## src/rtl/ck_rst_gen.sv

```systemverilog
// Reset synchroniser/stretcher plus programmable tick and divided enable; rst_n_out rises
// SYNC_STAGES+RST_CYCLES edges after rst_n release, tick is registered (1 cycle after wrap edge), no backpressure.
module ck_rst_gen #(
  parameter int DIV_W       = 16,
  parameter int DIV_DEFAULT = 10,
  parameter int RST_CYCLES  = 2,
  parameter int SYNC_STAGES = 2,
  parameter int TCNT_W      = 8
) (
  input  logic              clk,
  input  logic              rst_n,
  input  logic              sw_rst,
  input  logic              div_we,
  input  logic [DIV_W-1:0]  div_val,
  input  logic              tick_en,
  output logic              rst_n_out,
  output logic              tick,
  output logic              ck_div,
  output logic [TCNT_W-1:0] tick_count
);

  localparam int HC_W = (RST_CYCLES > 1) ? $clog2(RST_CYCLES) : 1;
  localparam logic [HC_W-1:0]  HOLD_LAST   = HC_W'(RST_CYCLES - 1);
  localparam logic [DIV_W-1:0] DIV_RST_VAL = DIV_W'(DIV_DEFAULT);

  typedef enum logic {
    ST_HOLD,
    ST_RUN
  } state_t;

  state_t              r_state;
  state_t              w_state_nxt;
  logic [SYNC_STAGES-1:0] r_sync;
  logic                w_sync_out;
  logic [HC_W-1:0]     r_hold_cnt;
  logic [HC_W-1:0]     w_hold_cnt_nxt;
  logic                r_rst_n_out;
  logic                w_rst_n_out_nxt;

  logic [DIV_W-1:0]    r_div_reg;
  logic [DIV_W-1:0]    r_cnt;
  logic                r_tick;
  logic                r_ck_div;
  logic [TCNT_W-1:0]   r_tick_count;
  logic [DIV_W-1:0]    w_div_m1;
  logic [DIV_W-1:0]    w_div_wr;
  logic                w_wrap;
  logic                w_div_clr;

  // Release path only: a 1 walks through the chain after rst_n rises.
  always_ff @(posedge clk or negedge rst_n) begin
    if (!rst_n) begin
      r_sync <= '0;
    end else begin
      r_sync <= {r_sync[SYNC_STAGES-2:0], 1'b1};
    end
  end

  assign w_sync_out = r_sync[SYNC_STAGES-1];

  always_ff @(posedge clk or negedge rst_n) begin
    if (!rst_n) begin
      r_state     <= ST_HOLD;
      r_hold_cnt  <= '0;
      r_rst_n_out <= 1'b0;
    end else begin
      r_state     <= w_state_nxt;
      r_hold_cnt  <= w_hold_cnt_nxt;
      r_rst_n_out <= w_rst_n_out_nxt;
    end
  end

  always_comb begin
    w_state_nxt     = r_state;
    w_hold_cnt_nxt  = r_hold_cnt;
    w_rst_n_out_nxt = r_rst_n_out;
    case (r_state)
      ST_HOLD: begin
        w_rst_n_out_nxt = 1'b0;
        if (sw_rst) begin
          w_hold_cnt_nxt = '0;
        end else if (w_sync_out) begin
          if (r_hold_cnt == HOLD_LAST) begin
            w_state_nxt     = ST_RUN;
            w_hold_cnt_nxt  = '0;
            w_rst_n_out_nxt = 1'b1;
          end else begin
            w_hold_cnt_nxt = r_hold_cnt + HC_W'(1);
          end
        end
      end
      ST_RUN: begin
        if (sw_rst) begin
          w_state_nxt     = ST_HOLD;
          w_hold_cnt_nxt  = '0;
          w_rst_n_out_nxt = 1'b0;
        end
      end
      default: begin
        w_state_nxt     = ST_HOLD;
        w_hold_cnt_nxt  = '0;
        w_rst_n_out_nxt = 1'b0;
      end
    endcase
  end

  assign w_div_m1  = r_div_reg - DIV_W'(1);
  assign w_wrap    = (r_cnt == w_div_m1);
  assign w_div_wr  = (div_val == '0) ? DIV_W'(1) : div_val;
  assign w_div_clr = (r_state == ST_HOLD) || sw_rst;

  // sw_rst outranks a divider write, so the register is only loaded without it.
  always_ff @(posedge clk or negedge rst_n) begin
    if (!rst_n) begin
      r_div_reg    <= DIV_RST_VAL;
      r_cnt        <= '0;
      r_tick       <= 1'b0;
      r_ck_div     <= 1'b0;
      r_tick_count <= '0;
    end else begin
      if (div_we && !sw_rst) begin
        r_div_reg <= w_div_wr;
      end
      if (w_div_clr) begin
        r_cnt        <= '0;
        r_tick       <= 1'b0;
        r_ck_div     <= 1'b0;
        r_tick_count <= '0;
      end else if (div_we) begin
        r_cnt  <= '0;
        r_tick <= 1'b0;
      end else if (tick_en) begin
        if (w_wrap) begin
          r_cnt        <= '0;
          r_tick       <= 1'b1;
          r_ck_div     <= ~r_ck_div;
          r_tick_count <= r_tick_count + TCNT_W'(1);
        end else begin
          r_cnt  <= r_cnt + DIV_W'(1);
          r_tick <= 1'b0;
        end
      end else begin
        r_tick <= 1'b0;
      end
    end
  end

  assign rst_n_out  = r_rst_n_out;
  assign tick       = r_tick;
  assign ck_div     = r_ck_div;
  assign tick_count = r_tick_count;

endmodule
```

## config.mk

```make
export PLATFORM = sky130hd
export DESIGN_NAME = ck_rst_gen
export DESIGN_NICKNAME = d
export VERILOG_FILES = /design/src/rtl/ck_rst_gen.sv
export SDC_FILE = /design/constraint.sdc
export NUM_CORES = 1
export LEC_CHECK = 0
export ABC_AREA = 1
export BUFFER_PORTS_ARGS = -buffer_cell sky130_fd_sc_hd__buf_2
export CAP_MARGIN = 20
export CORE_AREA = 2 2 98 119
export CTS_BUF_LIST = sky130_fd_sc_hd__clkbuf_4 sky130_fd_sc_hd__clkbuf_8
export CTS_CLUSTER_SIZE = 30
export DETAILED_ROUTE_END_ITERATION = 8
export DIE_AREA = 0 0 100 121
export PLACE_DENSITY = 0.56
export SYNTH_ARGS = -nofsm -noshare
export SYNTH_HDL_FRONTEND = slang
export SYNTH_SLANG_ARGS = --single-unit
```

## constraint.sdc

```tcl
create_clock -name clk -period 2.9 [get_ports clk]
set_clock_uncertainty 0.15 [all_clocks]
set_input_delay 0.145 -clock clk [delete_from_list [all_inputs] [get_ports clk]]
set_output_delay 0.145 -clock clk [all_outputs]
set_load 0.005 [all_outputs]
```

==> results of run 1 <==
-- layout by cell type, fill, tap and decap left out, drive strengths merged --
cell / Yosys / final
xnor2: 10 / 10
dfstp: 2 / 2
dlygate4sd3: 0 / 17
nand3b: 8 / 8
nand4: 16 / 16
xor2: 15 / 15
conb: 1 / 1
and2: 1 / 1
nor2: 44 / 44
a21oi: 4 / 4
ha: 3 / 3
buf: 8 / 35
bufinv: 0 / 1
inv: 46 / 46
and3: 2 / 2
clkbuf: 4 / 6
nand2: 139 / 139
dfrtp: 45 / 45
clkinv: 1 / 2
nor3: 5 / 5
nor4: 4 / 4
nand3: 36 / 36
o22ai: 2 / 2
a22oi: 1 / 1
o21ai: 29 / 29
or2: 1 / 1
-- routing by layer --
layer / global-route usage, % / share of wire (%) / up-vias
li1: - / - / 1457
met1: 18.0 / 46 / 1315
met2: 23.4 / 48 / 50
met3: 2.07 / 2.8 / 14
met4: 5.05 / 2.9 / 0
met5: 0 / 0 / -
-- report_power, final --
| group | internal [mW] | switching, mW | total [mW] | leakage (nW) |
|---|---|---|---|---|
| Clock | 0.279 | 0.233 | 0.512 | 0.0612 |
| Combinational | 0.140 | 0.226 | 0.366 | 1.18 |
| Sequential | 0.696 | 0.0497 | 0.745 | 0.619 |
-- cell families after synthesis --
family / Yosys count / share of synthesized area, %
adders and majority gates: 3 / 1.16
and+or+nand+nor: 256 / 40.6
other: 1 / 0.116
xor gates and xnor gates: 25 / 6.76
AOI/OAI and AO/OA: 36 / 7.10
DFF: 47 / 36.4
buffers and inverters: 59 / 7.91
-- area by class of cell --
class,count,area [um2],share of cell area (%)
clock inverter,2,35.0,0.922
multi-input combinational,321,1810,47.5
clock buffer,6,82.6,2.17
sequential,47,1180,31.0
inverter,47,176,4.64
timing repair buffer,52,355,9.35
tap,132,165,4.35
-- through the flow --
| stage | instance area [um2] | utilization [%] | power (mW) |
|---|---|---|---|
| 2_1_floorplan | 3240 | - | 1.01 |
| 3_3_place_gp | 3510 | 32.1 | 1.10 |
| 3_5_place_dp | 3510 | 32.1 | 1.11 |
| 4_1_cts | 3800 | 34.8 | 1.64 |
| 5_1_grt | 3800 | 34.8 | 1.73 |
| 6_report | 3800 | 34.8 | 1.62 |
-- timing repair --
action / in CTS / in global routing
hold endpoints to repair: 42 / 0
endpoints found under the setup margin: 0 / 0
hold buffers: 17 / 0
-- worst max-delay path, delay by kind of cell, from the launching register on --
| family | cells | cell delay, ns |
|---|---|---|
| buf+inv | 1 | 0.06 |
| flops | 1 | 0.57 |
| simple gates | 8 | 1.08 |
| fa+ha+maj | 1 | 0.28 |
| xor+xnor | 1 | 0.12 |
-- final timing paths --
path / slack [ns] / cells past startpoint / end / start
min in group asynchronous: 0.24 / 2 / tick_count[3] / rst_n
worst min register to register: 0.21 / 0 / r_sync[1] / r_sync[0]
worst max-delay path: 0.53 / 11 / tick_count[6] / r_div_reg[1]
max in group asynchronous: 1.56 / 3 / r_div_reg[3] / rst_n
worst min-delay path: 0.04 / 3 / r_div_reg[0] / div_val[0]
worst max register to register: 0.53 / 11 / tick_count[6] / r_div_reg[1]
==> flow_summary.yaml, run 1 <==
logic_synthesis:
  yosys.area.top_type: "dfrtp_1"
  synthMostInstantiatedCell: "nand2_1"
  syn_nets: 451
  syn_area_um2: 3240
  syn_area_per_cell_um2: 7.59
  synth-seq-area-share_pct: 36.4
  synth.distinct_cells: 41
  synthCells: 427
  ys_warn_count: 0
  synth_seq_cells: 47
  yosysTopAreaCellShare_pct: 34.7
  synthTopCellsByCount: "125 x nand2_1, 45 x dfrtp_1, 41 x inv_1"
  async_reset_ff_share_pct: 100
  ys.flop_type: "dfrtp_1"
  synth-edff-count: 0
  synth_area_leaders: "dfrtp_1 35%, nand2_1 14%, inv_1 4.7%, nand3_1 4.6%, xor2_1 4.1%"
timing:
  drv_slew: 0
  timing.final.crit_share_pct: 81.8
  rsz0062_at_grt: "false"
  setup_viol: 0
  hold_violations: 0
  fmax_ghz: 0.422
  finalSetupTns_ns: 0
  slew_headroom_pct: 56.5
  holdWs_ns: 0.0383
  worst_slew_pin_slew_ns: 0.653
  period_minus_slack_ns: 2.37
  setup_slack_ns: 0.528
final_layout:
  area_growth_pct: 17.2
  drive_gt1_share_pct: 21.3
  final-instance-count-excl-fill: 607
  fin_nets: 498
  nFillCells: 1149
  insertedDiodeCount: 0
run:
  maxCapViolations: 0
clock_tree:
  clk_latency_ns: 0.30
  cts_buffer_depth: 2
  clock_sinks: 47
  cts_made_buffers: 5
  clockRootBuffer: "clkbuf_8"
  cts_tree: "yes"
  cts.clk_slew.worst_paths_ns: 0.09
  cts_setup_buffers: 0
  cts_resized: 0
  htreeDepth: 2
place:
  dp_hpwl_um: 5820
  place_ws_ns: 0.528
  io_buffer_count: 31
  dp.cells: 582
  place_congestion: 0.867
grt:
  grt_pass1_vias: 2880
  antenna_found_initial: 0
  overflow: 0
  grt_use_total_pct: 13.9
  grt_first_pass_wirelength_um: 13500
  grt_max_degree: 28
floorplanning:
  die_w_um: 100
  start_util_pct: 29.6
  rows: 42
  fp.coreArea_um2: 10900
  die_h_um: 121
  die-area_um2: 12100
  ios: 32
setup_path:
  criticalPathCategory: "reg2reg"
  critPathLaunchType: "flop"
  slowest_delay_ns: 0.57
  worst_ep_arrival_time_ns: 2.43
  crit_chain: "inv_1, ha_1, xnor2_1, nor2_1, nand3_1, nor2_1, nand4_4, nor2_8, nand2_4, nand3_1, nand2_1"
  critPathCaptureType: "flop"
  required_ns: 2.95
  crit_fanout: 10
  cp_slowest_cell: "dfstp_2"
detailed_routing:
  drt_iter0_drc: 112
  drc: 0
  vias: 2836
  wl_um: 7770
  ant_nets: 0
  dr.pass1.iters: 5
  wl_per_cell_um: 12.8
  viasPerCell: 4.67
min_path:
  hold_class: "in2reg"
power:
  power_density_nw_per_um2: 427
  peakVddDrop_mv: 0.211
  leakage_nw: 1.86
outcome:
  outcome: "finished, final reports clean"
No activity file was read; power rests on OpenSTA's default activity.
==> run 2: changes to the inputs <==
Clock period 2.9 ns to 2.25 ns, I/O delays scaled along.
==> run 2 against run 1 <==
Non-clock buffer count is 12 higher; global-route usage hardly changed; power is 32% higher; routed wire length grew 1.4%; worst setup slack got worse by 0.44 ns; sequential share of layout area decreased by 1.8 points; sequential power is 30% higher; fmax is 9.9% higher.
==> flow_summary.yaml, run 2 (synthesis gave the netlist of run 1 again) <==
clock_tree:
  cts.clk_slew.worst_paths_ns: 0.09
  clockRootBuffer: "clkbuf_8"
  cts_buffer_depth: 2
  htreeDepth: 2
  clk_latency_ns: 0.31
  clock_sinks: 47
  cts_tree: "yes"
  cts_made_buffers: 5
place:
  dp.cells: 587
  io_buffer_count: 31
  dp_hpwl_um: 5780
  place_ws_ns: -0.00894
  place_congestion: 0.830
setup_path:
  cp_slowest_cell: "dfstp_2"
  worst_r2r_endpoint: "tick_count[7]"
  required_ns: 2.35
  criticalPathCategory: "reg2reg"
  critPathCaptureType: "flop"
  crit_chain: "inv_2, ha_4, xnor2_2, nor2_2, nand3_1, nor2_2, nand4_4, nor2_8, buf_6, nand4_1, nand2_1"
  crit_family: "simple AND/OR/NAND/NOR gates"
  crit_buf_inv: 2
  rr_startpoint: "r_div_reg[1]"
  slowest_delay_ns: 0.54
  critPathLaunchType: "flop"
  crit_fanout: 5
  worst-path-stages: 11
  crit_start: "r_div_reg[1]"
  worst_ep_arrival_time_ns: 2.26
  r2r_cells: 11
  endpoint: "tick_count[7]"
  cp_common_cell: "nor2_2"
  regToRegSetupSlack_ns: 0.09
power:
  leakage_nw: 1.94
  power_density_nw_per_um2: 533
  power.total_mw: 2.15
  peakVddDrop_mv: 0.200
grt:
  grt_pass1_vias: 2912
  overflow: 0
  grt_first_pass_wirelength_um: 13400
  grt_max_degree: 48
  antenna_found_initial: 0
  grt_use_total_pct: 13.9
timing:
  fmax_ghz: 0.463
  timing.final.crit_share_pct: 95.9
  worst_slew_pin_slew_ns: 1.03
  setup_slack_ns: 0.0918
  hold_violations: 0
  drv_slew: 0
  setup_viol: 0
  slew_headroom_pct: 30.8
  rsz0062_at_grt: "true"
  period_minus_slack_ns: 2.16
floorplanning:
  die-area_um2: 12100
  start_util_pct: 29.6
  ios: 32
  die_w_um: 100
  rows: 42
  fp.coreArea_um2: 10900
  die_h_um: 121
final_layout:
  layout_commonest_cell: "nand2_1"
  insertedDiodeCount: 0
  final_cell_mix: "122 x nand2_1, 44 x dfrtp_1, 38 x inv_1"
  drive_gt1_share_pct: 26.3
  area_growth_pct: 24.4
  nFillCells: 1164
  fin_nets: 511
  final-instance-count-excl-fill: 619
outcome:
  outcome: "finished, final reports clean"
detailed_routing:
  wl_um: 7880
  wl_per_cell_um: 12.7
  viasPerCell: 4.67
  vias: 2893
  drt_iter0_drc: 114
  drc: 0
  ant_nets: 0
  dr.pass1.iters: 4
min_path:
  hold_class: "in2reg"
run:
  maxCapViolations: 0
## run 2: power breakdown
part / internal (mW) / switching, mW
Sequential: 0.897 / 0.0711
Combinational: 0.225 / 0.325
Clock: 0.338 / 0.291
Total: 1.46 / 0.687
## run 2: worst min path at each step
stage                 from            end  slack (ns)  cells past startpoint
detailed placement   rst_n  tick_count[3]        0.11                      2
global placement     rst_n  tick_count[3]        0.11                      2
finish              div_we  tick_count[0]        0.08                      4
floorplan            rst_n         ck_div       -0.33                      0
global route        div_we           tick         0.1                      4
CTS                 div_we  tick_count[6]        0.05                      4
## run 2: metrics by stage
step	hold WS [ns]	setup TNS, ns	instance area (um2)	util, %
global placement	0.113	0	3550	32.5
detailed placement	0.109	-0.00894	3550	32.5
finish	0.0810	0	4030	36.9
floorplan	-0.333	0	3240	-
CTS	0.0545	0	3890	35.6
global route	0.0999	-0.0949	4030	36.9
## run 2: per-layer routing
metal | GRT usage (%) | vias to the layer above | part of all wire [%]
met3 | 2.19 | 10 | 2.6
met1 | 17.5 | 1359 | 46
met4 | 4.97 | 0 | 1.8
li1 | - | 1489 | -
met5 | 0 | - | 0
met2 | 23.9 | 35 | 49
## run 2: worst register-to-register path, stage by stage (launching register included)
cell     delay [ns]
dfstp_2        0.54
inv_2          0.05
ha_4           0.23
xnor2_2        0.13
nor2_2         0.14
nand3_1        0.10
nor2_2         0.13
nand4_4        0.12
nor2_8         0.20
buf_6          0.14
nand4_1        0.08
nand2_1        0.10
## run 2: repair_timing
action | 4_1_cts | 5_1_grt
hold buffers | 18 | 0
cloned | 0 | 1
resized for setup | 1 | 30
hold endpoints to repair | 64 | 0
buffers inserted | 4 | 2
pin swaps | 0 | 20
setup endpoints to repair | 8 | 25
## run 2: cell type report
type / count / area [um2] / area share [%]
Multi-Input combinational cell: 322 / 1920 / 47.7
Tap cell: 132 / 165 / 4.10
Inverter: 47 / 176 / 4.38
Clock inverter: 1 / 30.0 / 0.745
Sequential cell: 47 / 1180 / 29.3
Clock buffer: 6 / 76.3 / 1.89
Timing Repair Buffer: 64 / 480 / 11.9
